==> src/rtl/seq_gen.sv <==
`default_nettype none
// +----------------------------------------------------------------------------+
// | Module   : seq_gen                                                          |
// | Purpose  : Serial pattern transmitter, MSB-first, with frame repetition.    |
// |            Optional 0110 frame marker when SEQ_GEN_PREAMBLE_EN is defined.  |
// | Revision : 1.0  initial release                                            |
// +----------------------------------------------------------------------------+
module seq_gen #(
    parameter int WIDTH = 8,
    parameter int LEN_W = 4,
    parameter int CNT_W = 4
) (
    input  logic             clk,
    input  logic             reset,
    input  logic             load_valid,
    output logic             load_ready,
    input  logic [WIDTH-1:0] load_data,
    input  logic [LEN_W-1:0] load_len,
    input  logic [CNT_W-1:0] load_rep,
    output logic             x,
    output logic             x_valid,
    output logic             done
);

    localparam int               c_idx_w     = (WIDTH > 1) ? $clog2(WIDTH) : 1;
    localparam logic [LEN_W-1:0] c_width_len = LEN_W'(WIDTH);

    typedef enum logic [1:0] {
        ST_IDLE = 2'd0,
        ST_DATA = 2'd1
`ifdef SEQ_GEN_PREAMBLE_EN
        ,
        ST_PRE  = 2'd2
`endif
    } state_t;

    state_t             r_state, w_state_n;
    logic [WIDTH-1:0]   r_data, w_data_n;
    logic [c_idx_w-1:0] r_len_m1, w_len_m1_n;
    logic [c_idx_w-1:0] r_bit, w_bit_n;
    logic [CNT_W-1:0]   r_rep, w_rep_n;
    logic               r_x, w_x_n;
    logic               r_x_valid, w_x_valid_n;
    logic               r_done, w_done_n;
    logic [c_idx_w-1:0] w_load_len_m1;
    logic [c_idx_w-1:0] w_bit_dec;

`ifdef SEQ_GEN_PREAMBLE_EN
    localparam logic [3:0] c_marker = 4'b0110;
    logic [1:0] r_pre, w_pre_n;
    logic [1:0] w_pre_inc;
    assign w_pre_inc = r_pre + 2'd1;
`endif

    assign w_bit_dec  = r_bit - c_idx_w'(1);
    assign load_ready = (r_state == ST_IDLE);
    assign x          = r_x;
    assign x_valid    = r_x_valid;
    assign done       = r_done;

    // Out-of-range lengths (0 or above WIDTH) fall back to a full-width frame.
    always_comb begin
        if (load_len == '0 || load_len > c_width_len) begin
            w_load_len_m1 = c_idx_w'(WIDTH - 1);
        end else begin
            w_load_len_m1 = c_idx_w'(load_len - LEN_W'(1));
        end
    end

    // Next values describe the bit to be shown during the following cycle.
    always_comb begin
        w_state_n   = r_state;
        w_data_n    = r_data;
        w_len_m1_n  = r_len_m1;
        w_bit_n     = r_bit;
        w_rep_n     = r_rep;
        w_x_n       = 1'b0;
        w_x_valid_n = 1'b0;
        w_done_n    = 1'b0;
`ifdef SEQ_GEN_PREAMBLE_EN
        w_pre_n     = r_pre;
`endif
        case (r_state)
            ST_IDLE: begin
                if (load_valid) begin
                    w_data_n    = load_data;
                    w_len_m1_n  = w_load_len_m1;
                    w_rep_n     = load_rep;
                    w_x_valid_n = 1'b1;
`ifdef SEQ_GEN_PREAMBLE_EN
                    w_state_n   = ST_PRE;
                    w_pre_n     = 2'd0;
                    w_x_n       = c_marker[0];
`else
                    w_state_n   = ST_DATA;
                    w_bit_n     = w_load_len_m1;
                    w_x_n       = load_data[w_load_len_m1];
                    w_done_n    = (w_load_len_m1 == '0) && (load_rep == '0);
`endif
                end
            end
`ifdef SEQ_GEN_PREAMBLE_EN
            ST_PRE: begin
                w_x_valid_n = 1'b1;
                if (r_pre == 2'd3) begin
                    w_state_n = ST_DATA;
                    w_bit_n   = r_len_m1;
                    w_x_n     = r_data[r_len_m1];
                    w_done_n  = (r_len_m1 == '0) && (r_rep == '0);
                end else begin
                    w_pre_n = w_pre_inc;
                    w_x_n   = c_marker[w_pre_inc];
                end
            end
`endif
            ST_DATA: begin
                if (r_bit != '0) begin
                    w_bit_n     = w_bit_dec;
                    w_x_valid_n = 1'b1;
                    w_x_n       = r_data[w_bit_dec];
                    w_done_n    = (r_bit == c_idx_w'(1)) && (r_rep == '0);
                end else if (r_rep != '0) begin
                    // Seamless restart of the next repetition, no idle gap.
                    w_rep_n     = r_rep - CNT_W'(1);
                    w_x_valid_n = 1'b1;
`ifdef SEQ_GEN_PREAMBLE_EN
                    w_state_n   = ST_PRE;
                    w_pre_n     = 2'd0;
                    w_x_n       = c_marker[0];
`else
                    w_bit_n     = r_len_m1;
                    w_x_n       = r_data[r_len_m1];
                    w_done_n    = (r_len_m1 == '0) && (r_rep == CNT_W'(1));
`endif
                end else begin
                    w_state_n = ST_IDLE;
                end
            end
            default: begin
                w_state_n = ST_IDLE;
            end
        endcase
    end

    always_ff @(posedge clk) begin
        if (reset) begin
            r_state   <= ST_IDLE;
            r_data    <= '0;
            r_len_m1  <= '0;
            r_bit     <= '0;
            r_rep     <= '0;
            r_x       <= 1'b0;
            r_x_valid <= 1'b0;
            r_done    <= 1'b0;
`ifdef SEQ_GEN_PREAMBLE_EN
            r_pre     <= 2'd0;
`endif
        end else begin
            r_state   <= w_state_n;
            r_data    <= w_data_n;
            r_len_m1  <= w_len_m1_n;
            r_bit     <= w_bit_n;
            r_rep     <= w_rep_n;
            r_x       <= w_x_n;
            r_x_valid <= w_x_valid_n;
            r_done    <= w_done_n;
`ifdef SEQ_GEN_PREAMBLE_EN
            r_pre     <= w_pre_n;
`endif
        end
    end

endmodule
`default_nettype wire
==> config.mk <==
export PLATFORM = sky130hd
export DESIGN_NAME = seq_gen
export DESIGN_NICKNAME = d
export VERILOG_FILES = /design/src/rtl/seq_gen.sv
export SDC_FILE = /design/constraint.sdc
export NUM_CORES = 1
export LEC_CHECK = 0
export ABC_AREA = 0
export BUFFER_PORTS_ARGS = -buffer_cell sky130_fd_sc_hd__buf_2
export CAP_MARGIN = 20
export CORE_ASPECT_RATIO = 1.2
export CORE_MARGIN = 2
export CORE_UTILIZATION = 50
export DETAILED_ROUTE_END_ITERATION = 16
export HOLD_SLACK_MARGIN = 0.1
export PLACE_DENSITY_LB_ADDON = 0.2
export SYNTH_ARGS = -nofsm -noshare
export SYNTH_HDL_FRONTEND = slang
export SYNTH_SLANG_ARGS = --single-unit
==> constraint.sdc <==
create_clock -name clk -period 2.6 [get_ports clk]
set_clock_uncertainty 0.15 [all_clocks]
set_input_delay 0.26 -clock clk [delete_from_list [all_inputs] [get_ports clk]]
set_output_delay 0.26 -clock clk [all_outputs]
set_load 0.05 [all_outputs]
== After elaboration in Yosys (flattened, before gate mapping) ==
Index checks and enable logic that the tools add are counted.

* Output and inout bits: 4
* Word-level logic and storage cells: 71
* Flip-flop bits (word level): 23
* Input bits: 19

* Order comparisons: 4
* Muxes and demuxes: 31
* Equal/unequal tests: 8
* Add/sub/neg operators: 3
* Reduce and logical (&&, ||, !) cells: 17

{| class="wikitable"
|+ Operators by type and width
! cell !! count
|-
| 4-bit logical NOT || 3
|-
| 3-bit by 4-bit less-than comparator with 1-bit output (second input constant) || 3
|-
| 1-bit two-way mux || 12
|-
| 3-bit two-way mux || 4
|-
| 4-bit two-way mux || 3
|-
| 1-bit binary-select mux with 3-bit select || 3
|-
| 2-bit inequality test (second input constant) || 4
|-
| 4-bit case mux with 2 select lines || 1
|-
| 3-bit logical NOT || 2
|-
| 2-bit two-way mux || 3
|-
| 1-bit case mux with 2 select lines || 3
|-
| 3-bit case mux with 2 select lines || 1
|-
| 3-bit AND reduction || 2
|-
| 3-bit by 1-bit subtractor with 3-bit output (second input constant) || 2
|-
| 4-bit by 1-bit equality test with 1-bit output (second input constant) || 1
|-
| 4-bit greater-than comparator (second input constant) || 1
|-
| 2-bit case mux with 2 select lines || 1
|-
| 4-bit AND reduction || 1
|-
| 4-bit nonzero test || 1
|-
| 4-bit by 1-bit subtractor with 4-bit output (second input constant) || 1
|-
| 3-bit by 1-bit equality test with 1-bit output (second input constant) || 1
|-
| 1-bit logical AND || 3
|-
| 3-bit inequality test (second input constant) || 1
|-
| 3-bit nonzero test || 1
|-
| 5 further kinds || 5
|}

== Depth between registers and ports, before layout ==
Gate-level depths: netlist of the first run.

* Word-level depth: 7
* Gate-level depth with buffers: 8
* Gate-level depth less buffers: 7

== Worst setup path after synthesis of the first run ==
No wires, ideal clock.

* Kind: reg-to-reg
* Start point: register r_bit[0]
* End point: register r_x (netlist: x)
* Stages on the path, launching flop included: 8
* Setup time: 141 ps
* Slack: 594 ps
* Clock period less this slack: 2006 ps
* Buffers on the path: 0
* Data required time: 2309 ps
* Data arrival time: 1715 ps
* Cell sequence: dfxtp_1 inv_1 ha_1 mux2_2 o211ai_1 a311oi_1 a31oi_1 o311ai_0

* Word-level cells in the longest chain between the ends: 5
* Elaborated cells on any way between the ends: 6
* Those cells by class: 1 x add/sub; 4 x mux; 1 x reduce/logical

{| class="wikitable"
|+ Ends and longest elaborated chain
! element !! RTL line !! RTL
|-
| start, declared || 40 || <nowiki>logic [c_idx_w-1:0] r_bit, w_bit_n;</nowiki>
|-
| start signal, assigned || 162 || <nowiki>r_bit <= w_bit_n;</nowiki>
|-
| 3-bit by 1-bit subtractor with 3-bit output || 55 || <nowiki>assign w_bit_dec = r_bit - c_idx_w'(1);</nowiki>
|-
| 1-bit binary-select mux with 3-bit select || 120 || <nowiki>w_x_n = r_data[w_bit_dec];</nowiki>
|-
| 1-bit two-way mux (not written as such) || 120 ||
|-
| 1-bit two-way mux * || 117 || <nowiki>if (r_bit != '0) begin</nowiki>
|-
| 1-bit case mux with 2 select lines * || 83 || <nowiki>case (r_state)</nowiki>
|-
| end signal, assigned || 164 || <nowiki>r_x <= w_x_n;</nowiki>
|-
| end, declared || 42 || <nowiki>logic r_x, w_x_n;</nowiki>
|}

Mark *: on every way between the ends. The rest lies on a longest branch, timed or not. The select of a mux whose other input is x is not followed.
A chain may end at the register's enable or synchronous reset.

== Final worst setup path of the first run ==
* Start point: input load_rep[3]
* End point: register r_done (netlist: done)

* Word-level cells in the longest chain between the ends: 4

{| class="wikitable"
|+ Ends and longest elaborated chain
! element !! RTL line !! RTL
|-
| start, declared || 19 || <nowiki>input logic [CNT_W-1:0] load_rep,</nowiki>
|-
| 4-bit logical NOT || 98 || <nowiki>w_done_n = (w_load_len_m1 == '0) && (load_rep == '0);</nowiki>
|-
| 1-bit logical AND || 98 ||
|-
| 1-bit two-way mux || 85 || <nowiki>if (load_valid) begin</nowiki>
|-
| 1-bit case mux with 2 select lines || 83 ||
|-
| end signal, assigned || 166 || <nowiki>r_done <= w_done_n;</nowiki>
|-
| end, declared || 44 || <nowiki>logic r_done, w_done_n;</nowiki>
|}

No other way between the ends.

==> results of run 1 <==
registers in the layout, indices dropped and copies added, names as in the netlist:
name / count
r_data: 8
r_rep: 4
r_bit: 3
r_len_m1: 3
done: 1
r_state: 1
x: 1
x_valid: 1
area by class of cell:
class | instances | area (sq um)
clock buffer | 3 | 22.52
fill | 222 | 927.1
inverter | 8 | 30.03
multi-input combinational | 133 | 860.8
sequential | 22 | 440.4
tap | 33 | 41.29
timing repair buffer | 37 | 255.2
path summary, 6_finish.rpt:
kind               start        end  slack (ns)  depth (start not counted)
min reg2reg    r_data[6]  r_data[6]        0.33                          2
min          load_rep[1]   r_rep[1]        0.17                          3
max reg2reg     r_bit[0]          x        0.33                          7
max          load_rep[3]       done        0.22                          7
layer usage:
layer | part of all wire | GRT usage | up-vias
met5 | 0 | 0 | -
met4 | 0.037 | 0.1541 | 0
met3 | 0.053 | 0.03155 | 15
met2 | 0.52 | 0.4927 | 57
met1 | 0.39 | 0.2795 | 669
li1 | - | - | 681
power by group:
| part | switching (mW) | leakage [nW] | internal [mW] |
|---|---|---|---|
| registers | 0.0436 | 0.182 | 0.371 |
| clock network | 0.107 | 0.0138 | 0.0543 |
| logic | 0.188 | 0.465 | 0.139 |
| total | 0.338 | 0.661 | 0.564 |
cell families (layout without fill, tap and decap cells):
logic type / after synthesis / in the layout / synth area share
AO/OA/AOI/OAI: 45 / 45 / 0.2255
XOR/XNOR: 1 / 1 / 0.006417
adder cells (fa/ha/maj): 6 / 6 / 0.05499
buffers and inverters: 16 / 48 / 0.04675
flip-flops: 22 / 22 / 0.3226
multiplexers: 10 / 10 / 0.09349
AND/OR/NAND/NOR: 71 / 71 / 0.2502
layout by cell type, fill, tap and decap left out, types with 4 or more instances in the layout:
cell type,instances
inv_1,8
nor2b_1,7
o21ai_0,4
buf_2,22
nand3_1,7
dfxtp_1,22
nor3_1,5
a211oi_1,9
nor2_1,15
dlygate4sd3_1,13
mux2i_1,6
ha_1,6
nand2_1,24
a21oi_1,16
worst reg2reg max path: stages, from the launching register on:
cell and delay [ns]:
dfxtp_1 0.48, inv_1 0.15, ha_1 0.43, mux2_2 0.38
mux2i_1 0.16, o21ai_0 0.11, a22oi_1 0.17, o311ai_0 0.15
metrics by stage:
| stage | setup WS (ns) | hold WS (ns) |
|---|---|---|
| final | 0.2227 | 0.1725 |
| after global routing | 0.1073 | 0.2278 |
| after CTS | 0.3161 | 0.1853 |
| after detailed placement | 0.3704 | 0.3139 |
| after global placement | 0.5132 | 0.3139 |
| after floorplan | 0.5937 | 0.2460 |
timing repair:
action                                  in CTS  in global routing
endpoints found under the hold margin       11                  0
endpoints found under the setup margin       0                  0
hold buffers                                13                  0
gates resized for setup                      0                  0
Yosys cell counts (2+ instances only):
cell type and number:
nand2_1 24, a31oi_1 2, nor3_1 5, a211oi_1 9, inv_1 8, mux4_2 2, mux2_2 2, dfxtp_1 22
nor2b_1 7, a21oi_1 16, clkbuf_1 7, nand4_1 2, o21ai_0 4, a311oi_1 2, nand3_1 7, nor2_1 15
ha_1 6, a221oi_1 2, nand2b_1 2, mux2i_1 6
==> qor.csv, run 1 <==
metric,value,unit
"area leader, netlist",dfxtp_1,
initial antenna violation count,0,
Area Overhead vs Synth,20.90,%
Routed Antenna Nets,0,
CP Cell Sequence,dlygate4sd3_1 -> buf_2 -> nor4_1 -> dlygate4sd3_1 -> nand4_1 -> dlygate4sd3_1 -> a21oi_1,
HPWL after detailed placement,2556,microns
Global Route Usage Sum,0.2610,
Util after Layout,0.6403,
clock root cell,clkbuf_4,
Cell Rows,20,
post-CTS setup buffers,0,
crit share post-route,0.9144,
DRT Pass-1 Iters,4,
clock tree buffer depth,2,
Finished Cell Area,0.001650,sq mm
final setup TNS,0,ns
CP dominant cell by count,dlygate4sd3_1,
crit path kind,primary input to flop,
Post-Layout Cell Count,236,
die area,0.003166,sq mm
final net count,230,
HP Class,primary input to flop,
global-route wire length before repair,6099,microns
Antenna diodes,0,
Vias,1422,
number of flops mapped to enable cells by yosys,0,
crit end category,flop,
clock-pin slew on the worst setup and hold paths,0.13,ns
Ys Warns,0,
Initial Util,0.5296,
Final setup viols,0,
Post-route DRC,0,
Post-DP Area,0.001498,sq mm
core area,0.002577,sq mm
CTS Sinks,22,
number of global-route vias before repair,1437,
required time worst endpoint,2.71,ns
gr ovfl total,0,
Die X,51.70,microns
Port Buf Inserts,22,
clk_lat worst skew,0.32,ns
register area share after synthesis,0.3226,
Critical Path AT,2.49,ns
final hold violation count,0,
fraction of layout cells with a size suffix above 1,0.1724,
P_leak,0.6606,nW
H-tree depth,1,
max-cap violation count,0,
top-area cell type share of the netlist area,0.3226,
Critical Path Max Stage Delay,0.59,ns
largest net degree at the start of global routing,27,
Async SR Flop Fraction,0,
"Distinct cells, synth",41,
final total power,901.9,uW
CP Launch Type,primary input,
# IOs,23,
top_reg_cell synth,dfxtp_1,
synthesized net count,196,
"Avg Cell Area, Syn",7.983,sq um
post-DR wirelength/cell,16.02,microns
Final min period,2.377,ns
VDD IR-drop max,0.3174,mV
DR vias/cell,6.025,
dominant cells by area after synthesis,"dfxtp_1 32%, nand2_1 6.6%, a21oi_1 5.9%",
worst slew pin tran,0.5558,ns
GPL Wtd Cong,0.8689,
worst path bufs/invs,4,
status,"finished, final reports clean",
placed cell count,220,
die height,61.24,microns
total CTS buffers,3,
final WL,3780,microns
CTS tree,done,
unrepaired setup endpoints after global routing,no,
maximum clock rate,0.4206,GHz
Post-Syn Area,0.001365,sq mm
Crit path max-delay family,buffers and inverters,
Synth Register Bits,22,
Power Density,546.5,mW/mm^2
Worst path slowest cell,dlygate4sd3_1,
Detailed Route Iter0 Violations,30,
worst-path maximum fanout,2,
final count of pins violating max slew,0,
Synth Instances,171,
relative slew slack,0.6294,
No activity file was read; power rests on OpenSTA's default activity.
==> run 2: changes to the inputs <==
--- a/config.mk
+++ b/config.mk
@@ -10,7 +10,7 @@
 export CAP_MARGIN = 20
 export CORE_ASPECT_RATIO = 1.2
 export CORE_MARGIN = 2
-export CORE_UTILIZATION = 50
+export CORE_UTILIZATION = 55
 export DETAILED_ROUTE_END_ITERATION = 16
 export HOLD_SLACK_MARGIN = 0.1
 export PLACE_DENSITY_LB_ADDON = 0.2
==> qor.csv, run 2 (synthesis results as in run 1) <==
metric,value,unit
largest register by flop count,r_data,
core area,0.002330,sq mm
status,"finished, final reports clean",
DR vias/cell,6.034,
post-CTS setup buffers,0,
unrepaired setup endpoints after global routing,no,
CTS tree,done,
CP Launch Type,flop,
relative slew slack,0.6350,
"most common cell after layout, fill and taps aside",nand2_1,
initial antenna violation count,0,
HPWL after detailed placement,2502,microns
highest-count cells in the layout ignoring fill and taps,"24 x nand2_1, 22 x dfxtp_1, 22 x buf_2",
Post-route DRC,0,
GPL Wtd Cong,0.8315,
fillers,204,
CP Cell Sequence,inv_1 -> ha_1 -> mux2_2 -> o211ai_1 -> a311oi_1 -> a31oi_1 -> o311ai_0,
Post-Place Setup Slack,0.3811,ns
clock root cell,clkbuf_4,
die height,58.58,microns
Critical Path AT,2.32,ns
die area,0.002898,sq mm
H-tree depth,1,
Setup WS post-layout,0.3267,ns
CTS Sinks,22,
R2R cell count,7,
Die X,49.48,microns
Finished Cell Area,0.001642,sq mm
Initial Util,0.5859,
HP Class,primary input to flop,
Power Density,564.9,mW/mm^2
P_leak,0.6623,nW
Detailed Route Iter0 Violations,54,
max-cap violation count,0,
Worst Hold Depth,4,
Global Route Usage Sum,0.2629,
fraction of layout cells with a size suffix above 1,0.1782,
Critical Path Max Stage Delay,0.48,ns
required time worst endpoint,2.64,ns
clock tree buffer depth,2,
global-route wire length before repair,5802,microns
final setup TNS,0,ns
Routed Antenna Nets,0,
largest net degree at the start of global routing,27,
Final setup viols,0,
Port Buf Inserts,22,
crit end category,flop,
Area Overhead vs Synth,20.26,%
number of global-route vias before repair,1362,
largest registers,"r_data: 8 flops, r_rep: 4 flops",
gr ovfl total,0,
VDD IR-drop max,0.4078,mV
final count of pins violating max slew,0,
worst-path maximum fanout,6,
total CTS buffers,3,
clock-pin slew on the worst setup and hold paths,0.12,ns
crit path kind,flop to flop,
DRT Pass-1 Iters,4,
maximum clock rate,0.4399,GHz
clk_lat worst skew,0.31,ns
max reg flops,8,
Antenna diodes,0,
worst slew pin tran,0.5475,ns
Vias,1406,
Worst path slowest cell,dfxtp_1,
post-DR wirelength/cell,15.19,microns
Post-DP Area,0.001495,sq mm
crit share post-route,0.8743,
Final min period,2.273,ns
final hold violation count,0,
final net count,228,
# IOs,23,
Cell Rows,19,
final WL,3540,microns
run 2: cell types whose count changed in the layout (fill, tap and decap cells not counted):
cell | before | now
clkbuf_8 | 0 | 1
dlygate4sd3_1 | 13 | 11
run 2: worst max-delay path, delay by kind of cell, from the launching register on:
family                   cells  cell delay [ns]
AO/OA/AOI/OAI                4             0.59
adder cells (fa/ha/maj)      1             0.42
buffers and inverters        1             0.14
flip-flops                   1             0.48
multiplexers                 1             0.40
run 2: cell type report:
class | count | area [sq um] | share of cell area
well taps | 31 | 38.79 | 0.02363
flip-flops and latches | 22 | 440.4 | 0.2683
inverters | 8 | 30.03 | 0.01829
multi-input cells | 133 | 860.8 | 0.5244
repair buffers | 35 | 235.2 | 0.1433
clock buffers | 4 | 36.28 | 0.02210
run 2: repair_timing:
action / in CTS / in global routing
hold endpoints to repair: 10 / 0
hold buffers: 11 / 0
resized for setup: 0 / 0
run 2: worst paths after layout:
path                    start  slack [ns]   endpoint
setup / recovery     r_bit[0]        0.33          x
hold / removal    load_rep[2]        0.11       done
setup reg to reg     r_bit[0]        0.33          x
hold reg to reg     r_data[0]        0.33  r_data[0]
run 2: through the flow:
step	hold slack [ns]	util	power, mW	std cells
floorplan	0.2460	-	0.6470	171
global placement	0.3122	0.6418	0.7113	218
detailed placement	0.3183	0.6418	0.7245	218
CTS	0.1088	0.7046	0.9250	233
global route	0.1188	0.7046	0.9816	233
finish	0.1113	0.7046	0.9273	233
run 2: routing by layer:
metal / part of all wire / global-route usage
met2: 0.53 / 0.5116
met3: 0.029 / 0.03553
met4: 0.051 / 0.1508
met5: 0 / 0
met1: 0.39 / 0.2681
run 2: power breakdown:
group	leakage, nW	total [mW]	internal (mW)	switching [mW]
clock	0.0210	0.194	0.0856	0.108
sequential	0.182	0.412	0.371	0.0415
combinational	0.459	0.321	0.138	0.183
total	0.662	0.927	0.594	0.333
==> run 3: changes to the inputs <==
--- a/config.mk
+++ b/config.mk
@@ -8,9 +8,9 @@
 export ABC_AREA = 0
 export BUFFER_PORTS_ARGS = -buffer_cell sky130_fd_sc_hd__buf_2
 export CAP_MARGIN = 20
-export CORE_ASPECT_RATIO = 1.2
+export CORE_ASPECT_RATIO = 1.4
 export CORE_MARGIN = 2
-export CORE_UTILIZATION = 55
+export CORE_UTILIZATION = 50
 export DETAILED_ROUTE_END_ITERATION = 16
 export HOLD_SLACK_MARGIN = 0.1
 export PLACE_DENSITY_LB_ADDON = 0.2
==> constraint.sdc (replaced) <==
create_clock -name clk -period 2.05 [get_ports clk]
set_clock_uncertainty 0.15 [all_clocks]
set_input_delay 0.205 -clock clk [delete_from_list [all_inputs] [get_ports clk]]
set_output_delay 0.205 -clock clk [all_outputs]
set_load 0.05 [all_outputs]
==> qor.csv, run 3 (synthesis results as in run 1) <==
metric,value,unit
status,"finished, final reports clean",
Port Buf Inserts,22,
Post-route DRC,0,
DR vias/cell,5.822,
crit end category,flop,
HPWL after detailed placement,2763,microns
Antenna diodes,0,
relative slew slack,0.6752,
initial antenna violation count,0,
Initial Util,0.5220,
Finished Cell Area,0.001753,sq mm
critical path depth,7,
Power Density,704.1,mW/mm^2
CP Launch Type,flop,
post-DR wirelength/cell,15.10,microns
Post-Layout Cell Count,247,
Area Overhead vs Synth,28.41,%
Vias,1438,
Critical Path AT,1.99,ns
"most common cell after layout, fill and taps aside",nand2_1,
crit share post-route,0.9469,
Die X,48.16,microns
unrepaired setup endpoints after global routing,no,
CTS tree,done,
final count of pins violating max slew,0,
core area,0.002615,sq mm
clock root cell,clkbuf_4,
Setup WS post-layout,0.1089,ns
die height,65.83,microns
largest registers,"r_data: 8 flops, r_rep: 4 flops",
worst-path maximum fanout,5,
fillers,219,
max reg flops,8,
reg-to-reg critical path startpoint,r_rep[0],
crit path kind,flop to flop,
number of global-route vias before repair,1465,
Crit path max-delay family,compound AO/OA/AOI/OAI gates,
placed cell count,230,
VDD IR-drop max,0.4097,mV
Post-Place Setup Slack,-0.008762,ns
Global Route Usage Sum,0.2722,
clock tree buffer depth,2,
CP Cell Sequence,inv_1 -> ha_4 -> or3b_4 -> a31oi_4 -> o21ai_1 -> a221oi_2 -> nor2_1,
worst flop-to-flop path endpoint,r_rep[3],
maximum clock rate,0.5152,GHz
CTS Sinks,22,
Routed Antenna Nets,0,
highest-count cells in the layout ignoring fill and taps,"24 x nand2_1, 22 x buf_2, 19 x dfxtp_1",
Worst Hold Depth,4,
max-cap violation count,0,
CP endpoint,r_rep[3],
final WL,3729,microns
P_leak,0.7113,nW
R2R cell count,7,
clk_lat worst skew,0.31,ns
Setup crit start,r_rep[0],
Cell Rows,22,
HP Class,primary input to flop,
clock-pin slew on the worst setup and hold paths,0.13,ns
Critical Path Max Stage Delay,0.42,ns
gr ovfl total,0,
Detailed Route Iter0 Violations,42,
# IOs,23,
required time worst endpoint,2.10,ns
total CTS buffers,3,
GPL Wtd Cong,0.8243,
Post-DP Area,0.001554,sq mm
reg2reg setup slack,0.11,ns
worst path bufs/invs,1,
DRT Pass-1 Iters,4,
Final min period,1.941,ns
global-route wire length before repair,6230,microns
Final setup viols,0,
fraction of layout cells with a size suffix above 1,0.2370,
final net count,237,
largest net degree at the start of global routing,27,
Worst path slowest cell,or3b_4,
largest register by flop count,r_data,
die area,0.003170,sq mm
final hold violation count,0,
final total power,1.234,mW
worst slew pin tran,0.4872,ns
Hold Crit Start,load_rep[3],
H-tree depth,1,
run 3: cell type report:
type                       count  area [sq um]  area share
sequential                    22         444.2      0.2534
inverter                       8         30.03     0.01713
clock buffer                   4         36.28     0.02070
tap                           36         45.04     0.02570
multi-input combinational    133         892.1      0.5089
timing repair buffer          44         305.3      0.1742
run 3: power breakdown:
group	total, mW	leakage [nW]	switching [mW]	internal, mW
Combinational	0.470	0.508	0.255	0.215
Clock	0.245	0.0210	0.137	0.108
Sequential	0.519	0.183	0.0467	0.472
Total	1.23	0.711	0.439	0.796
run 3: tightest hold or removal path: stages:
cell and delay (ns):
buf_2 0.09, and3_1 0.17, a221oi_2 0.04, nor2_1 0.07
run 3: through the flow:
step | hold WS [ns] | setup TNS, ns | util
3_5_place_dp | 0.3171 | -0.008762 | 0.5943
5_1_grt | 0.1561 | 0 | 0.6703
4_1_cts | 0.1436 | 0 | 0.6589
6_report | 0.1447 | 0 | 0.6703
3_3_place_gp | 0.3070 | 0 | 0.5943
2_1_floorplan | 0.1910 | 0 | -
run 3: worst min-delay path by stage:
stage / end / slack, ns
3_3_place_gp: r_data[3] / 0.31
3_5_place_dp: r_data[5] / 0.32
2_1_floorplan: r_data[1] / 0.19
6_report: r_rep[3] / 0.14
5_1_grt: r_rep[3] / 0.16
4_1_cts: r_rep[3] / 0.14
run 3: routing by layer:
metal / up-vias / track usage / wire length [microns]
li1: 699 / - / -
met2: 48 / 0.4803 / 2026
met4: 0 / 0.1318 / 113
met3: 15 / 0.04645 / 161
met1: 676 / 0.2894 / 1427
met5: - / 0 / 0
run 3: repair_timing:
| action | in CTS | in global routing |
|---|---|---|
| cloned | 0 | 0 |
| buffers inserted | 0 | 1 |
| hold buffers | 12 | 0 |
| pin swaps | 1 | 3 |
| endpoints found under the hold margin | 11 | 0 |
| resized for setup | 2 | 7 |
| setup endpoints to repair | 2 | 3 |
